$ cat config.mk
export PLATFORM = sky130hd
export DESIGN_NAME = tmr_scrub_ctrl
export DESIGN_NICKNAME = d
export VERILOG_FILES = /design/src/rtl/tmr_scrub_ctrl.sv
export SDC_FILE = /design/constraint.sdc
export NUM_CORES = 1
export LEC_CHECK = 0
export CORE_MARGIN = 1.5
export CORE_UTILIZATION = 50
export CTS_BUF_LIST = sky130_fd_sc_hd__clkbuf_4 sky130_fd_sc_hd__clkbuf_8 sky130_fd_sc_hd__clkbuf_16
export DETAILED_ROUTE_END_ITERATION = 10
export PLACE_DENSITY = 0.78
export SYNTH_ARGS = -nofsm -noshare
export SYNTH_HDL_FRONTEND = slang
export SYNTH_SLANG_ARGS = --single-unit
$ cat constraint.sdc
create_clock -name clk -period 2.9 [get_ports clk]
set_input_delay 0.725 -clock clk [delete_from_list [all_inputs] [get_ports clk]]
set_output_delay 0.725 -clock clk [all_outputs]
set_load 0.02 [all_outputs]
$ cat src/rtl/tmr_scrub_ctrl.sv
`default_nettype none
// ============================================================================
//  Module   : tmr_scrub_ctrl
//  Brief    : Periodic scrub scheduler for selectively triplicated register
//             banks: scan, one-cycle voted reload, post-reload verify.
//  Revision : 1.0
// ============================================================================
module tmr_scrub_ctrl #(
    parameter int N_BANK = 4,
    parameter int PERIOD = 256,
    parameter int CNT_W  = 8
) (
    input  logic              clk,
    input  logic              rstn,
    input  logic              sweep_req,
    input  logic [N_BANK-1:0] wr_req,
    output logic [N_BANK-1:0] wr_gnt,
    input  logic [N_BANK-1:0] mm,
    input  logic              clr_err,
    output logic [N_BANK-1:0] scrub_en,
    output logic              busy,
    output logic              done,
    output logic [CNT_W-1:0]  err_cnt,
    output logic [N_BANK-1:0] fatal
);

    localparam int                 c_IDX_W      = $clog2(N_BANK);
    localparam int                 c_TMR_W      = $clog2(PERIOD);
    localparam logic [c_TMR_W-1:0] c_TMR_RELOAD = c_TMR_W'(PERIOD - 1);
    localparam logic [c_IDX_W-1:0] c_LAST_IDX   = c_IDX_W'(N_BANK - 1);
    localparam logic [CNT_W-1:0]   c_CNT_MAX    = '1;

    typedef enum logic [1:0] {
        ST_IDLE   = 2'd0,
        ST_SCAN   = 2'd1,
        ST_SCRUB  = 2'd2,
        ST_VERIFY = 2'd3
    } state_t;

    state_t              r_state;
    logic [c_IDX_W-1:0]  r_idx;
    logic [c_TMR_W-1:0]  r_timer;
    logic [N_BANK-1:0]   r_scrub_en;
    logic                r_busy;
    logic                r_done;
    logic [CNT_W-1:0]    r_err_cnt;
    logic [N_BANK-1:0]   r_fatal;

    logic                w_mm_cur;
    logic                w_wr_cur;
    logic                w_advance;
    logic [N_BANK-1:0]   w_idx_onehot;

    assign w_mm_cur     = mm[r_idx];
    assign w_wr_cur     = wr_req[r_idx];
    assign w_idx_onehot = {{(N_BANK-1){1'b0}}, 1'b1} << r_idx;

    // A bank is finished after a clean/write-covered scan or after its verify.
    assign w_advance = ((r_state == ST_SCAN) && (!w_mm_cur || w_wr_cur)) ||
                       (r_state == ST_VERIFY);

    always_ff @(posedge clk or negedge rstn) begin
        if (!rstn) begin
            r_state    <= ST_IDLE;
            r_idx      <= '0;
            r_timer    <= c_TMR_RELOAD;
            r_scrub_en <= '0;
            r_busy     <= 1'b0;
            r_done     <= 1'b0;
            r_err_cnt  <= '0;
            r_fatal    <= '0;
        end else begin
            r_done     <= 1'b0;
            r_scrub_en <= '0;

            case (r_state)
                ST_IDLE: begin
                    if (r_timer != '0) begin
                        r_timer <= r_timer - 1'b1;
                    end
                    if ((r_timer == '0) || sweep_req) begin
                        r_idx   <= '0;
                        r_state <= ST_SCAN;
                        r_busy  <= 1'b1;
                    end
                end
                ST_SCAN: begin
                    if (w_mm_cur && !w_wr_cur) begin
                        if (r_err_cnt != c_CNT_MAX) begin
                            r_err_cnt <= r_err_cnt + 1'b1;
                        end
                        r_scrub_en <= w_idx_onehot;
                        r_state    <= ST_SCRUB;
                    end
                end
                ST_SCRUB: begin
                    r_state <= ST_VERIFY;
                end
                ST_VERIFY: begin
                    if (w_mm_cur) begin
                        r_fatal <= r_fatal | w_idx_onehot;
                    end
                end
                default: begin
                    r_state <= ST_IDLE;
                end
            endcase

            if (w_advance) begin
                if (r_idx == c_LAST_IDX) begin
                    r_state <= ST_IDLE;
                    r_timer <= c_TMR_RELOAD;
                    r_busy  <= 1'b0;
                    r_done  <= 1'b1;
                end else begin
                    r_idx   <= r_idx + 1'b1;
                    r_state <= ST_SCAN;
                end
            end

            // Clear has the last word over any same-cycle increment or fatal set.
            if (clr_err) begin
                r_err_cnt <= '0;
                r_fatal   <= '0;
            end
        end
    end

    // A functional write in the scrub cycle owns the bank, so the reload is masked.
    assign scrub_en = r_scrub_en & ~wr_req;
    assign wr_gnt   = wr_req;
    assign busy     = r_busy;
    assign done     = r_done;
    assign err_cnt  = r_err_cnt;
    assign fatal    = r_fatal;

endmodule
`default_nettype wire

==> impl_metrics.py <==
metrics = {
    "placed_design": {
        "hpwl_um": 2430,
        "gp_congestion": 0.765,
        "dp_cells": 233,
        "port-buffer-count": 33,
        "placed_cell_area_um2": 2000,
    },
    "synth": {
        "synth_common_cells": "22 x dfrtp_1, 17 x nor2_1, 12 x ha_1, 12 x nand2_1, 10 x a21oi_1",
        "yosys.area_share.simple_pct": 20.1,
        "synth_cells": 160,
        "yosysMostFrequentCell": "dfrtp_1",
        "ys_ff_latch": 30,
        "synth_ff_type": "dfrtp_1",
        "yosysTopAreaCellShare_pct": 33.5,
        "synth_fa_ha_area_share_pct": 9.13,
        "synth.mux.area_fraction_pct": 5.48,
        "synth_nets": 184,
        "synthesis.area_um2": 1640,
        "synth_top_family_by_area": "simple AND/OR/NAND/NOR gates",
        "yosys.area_share.xor_xnor_pct": 4.79,
        "yosysSeqAreaShare_pct": 46.3,
        "ys_types": 36,
        "synth_area_leaders": "dfrtp_1 33%, dfstp_2 13%, ha_1 9.1%, nor2_1 3.9%, xnor2_1 3.2%",
        "synth_edf_count": 0,
        "async_flop_share_pct": 100,
        "yosysWarnings": 0,
        "post-synth-top-area-cell": "dfrtp_1",
        "syn-mean-instance-area_um2": 10.3,
        "synth_compound_area_share_pct": 9.28,
    },
    "drt": {
        "highest_layer": "met4",
        "met2_length_um": 1680,
        "dr.pass1.iters": 4,
        "vias": 1283,
        "wl_per_cell_um": 13.7,
        "route.detailed.drc": 0,
        "wl_met1_um": 1360,
        "drt_iter0_markers": 33,
        "via_per_inst": 5.35,
        "routed-wl-met3_um": 171,
        "wirelength_um": 3280,
        "ant_nets": 0,
    },
    "timing": {
        "maxSlewHeadroom_pct": 65.1,
        "finalHoldViolations": 0,
        "setup_tns_ns": 0,
        "final.period_utilization_pct": 91.4,
        "worst_slew_pin_slew_ns": 0.518,
        "fmax_mhz": 377,
        "period_minus_slack_ns": 2.65,
        "finalSetupViolations": 0,
        "skew_ns": 0.00891,
        "drv_slew": 0,
        "rsz0062_at_grt": "false",
    },
    "grt": {
        "grt_pass1_wl_um": 5300,
        "grt.overflow.total": 0,
        "antenna_found_initial": 0,
        "grt_pass1_vias": 1216,
        "grt_max_degree": 31,
        "grt_usage_pct": 20.5,
    },
    "floorplan": {
        "num_rows": 20,
        "initial_core_util_pct": 53.4,
        "die_h_um": 60.3,
        "io_pins": 34,
        "coreArea_um2": 3080,
        "die_w_um": 60.3,
        "die-area_um2": 3640,
    },
    "setup_path": {
        "start_kind": "input pin",
        "critPathKind": "input pin to output pin",
        "crit_path_end_kind": "output pin",
        "crit_required_ns": 2.17,
        "crit_fanout": 3,
        "worst-endpoint-arrival_ns": 1.93,
    },
    "clock_network": {
        "cts_hold_buf": 0,
        "numCtsBuffers": 5,
        "cts.clk_slew.worst_paths_ns": 0.09,
        "clock-root-buffer": "clkbuf_4",
        "htreeDepth": 2,
        "ctsResizeCount": 0,
        "ctsLongestPathBuffers": 2,
        "worstSkewPairLatency_ns": 0.33,
        "clock_sinks": 30,
        "cts_tree": "yes",
        "postCtsSetupBuffers": 0,
    },
    "power_and_ir_drop": {
        "power.total_w": 0.00156,
        "power_leakage_nw": 0.880,
        "vdd_drop_max_mv": 0.522,
        "p_per_area_nw_per_um2": 762,
    },
    "cells_and_area": {
        "nets": 220,
        "fin_area_um2": 2050,
        "drive_gt1_share_pct": 11.2,
        "antenna_cells": 0,
        "fin_cells": 240,
        "syn_to_final_growth_pct": 24.7,
    },
    "min_path": {
        "hold_path_class": "flip-flop to flip-flop",
    },
    "job": {
        "cap_violations": 0,
    },
    "status": {
        "status": "finished clean",
    },
}
[worst max-delay path: stages]
cell	delay [ns]
clkdlybuf4s50_1	0.45
nor2b_1	0.13
clkdlybuf4s50_1	0.61
[metal layers]
layer / GRT usage, % / vias to the layer above
met1: 23.0 / 623
met2: 34.2 / 38
met5: 0 / -
li1: - / 615
met4: 14.6 / 0
met3: 5.12 / 7
[cells in the final DEF (no fill, tap or decap), drive strengths merged, types with 7 or more instances in the layout]
cell	synthesis	final
a21oi	11	11
clkbuf	0	7
clkdlybuf4s50	0	33
dfrtp	22	22
dfstp	8	8
ha	12	12
inv	9	9
nand2	12	12
nor2	17	17
o21ai	9	9
[final cells by class]
cell class	instances	area, um^2
tap	44	55.1
timing repair buffer	35	345
inverter	9	33.8
fill	248	1030
clock buffer	7	52.6
multi-input combinational	115	802
sequential	30	761
[cells by family (layout without fill, tap and decap cells)]
kind of cell | Yosys count | in the layout
and+or+nand+nor | 62 | 62
adders and majority gates | 12 | 12
buffers and inverters | 15 | 51
DFF | 30 | 30
muxes | 6 | 6
xor gates and xnor gates | 9 | 9
AOI/OAI and AO/OA | 26 | 26
[flip-flops by register name, summed over array words and instances (netlist names)]
name        count
err_cnt         8
r_timer         8
r_idx           2
r_scrub_en      4
fatal           4
busy            1
done            1
r_state         2
[final timing paths]
path | endpoint | slack (ns) | from | cells after the start
worst max-delay path | scrub_en[3] | 0.25 | wr_req[3] | 3
worst min-delay path | fatal[1] | 0.51 | fatal[1] | 2
worst max register to register | r_idx[1] | 0.77 | r_idx[0] | 5
worst min register to register | fatal[1] | 0.51 | fatal[1] | 2
max in group asynchronous | r_timer[5] | 1.81 | rstn | 2
min in group asynchronous | fatal[2] | 0.77 | rstn | 2
[report_power, final]
part / leakage, nW / internal [W] / total (W) / switching [W]
Combinational: 0.468 / 0.000318 / 0.000676 / 0.000358
Sequential: 0.380 / 0.000540 / 0.000638 / 0.0000977
Clock: 0.0322 / 0.000110 / 0.000249 / 0.000139
[metrics by stage]
| step | hold WS (ns) | util (%) | setup slack, ns |
|---|---|---|---|
| 6_report | 0.513 | 66.6 | 0.250 |
| 5_1_grt | 0.526 | 66.6 | 0.181 |
| 4_1_cts | 0.514 | 66.6 | 0.235 |
| 3_5_place_dp | 0.491 | 64.9 | 0.218 |
| 3_3_place_gp | 0.487 | 64.9 | 0.254 |
| 2_1_floorplan | 0.429 | - | 0.748 |
Power figures use the tool's default switching activity.
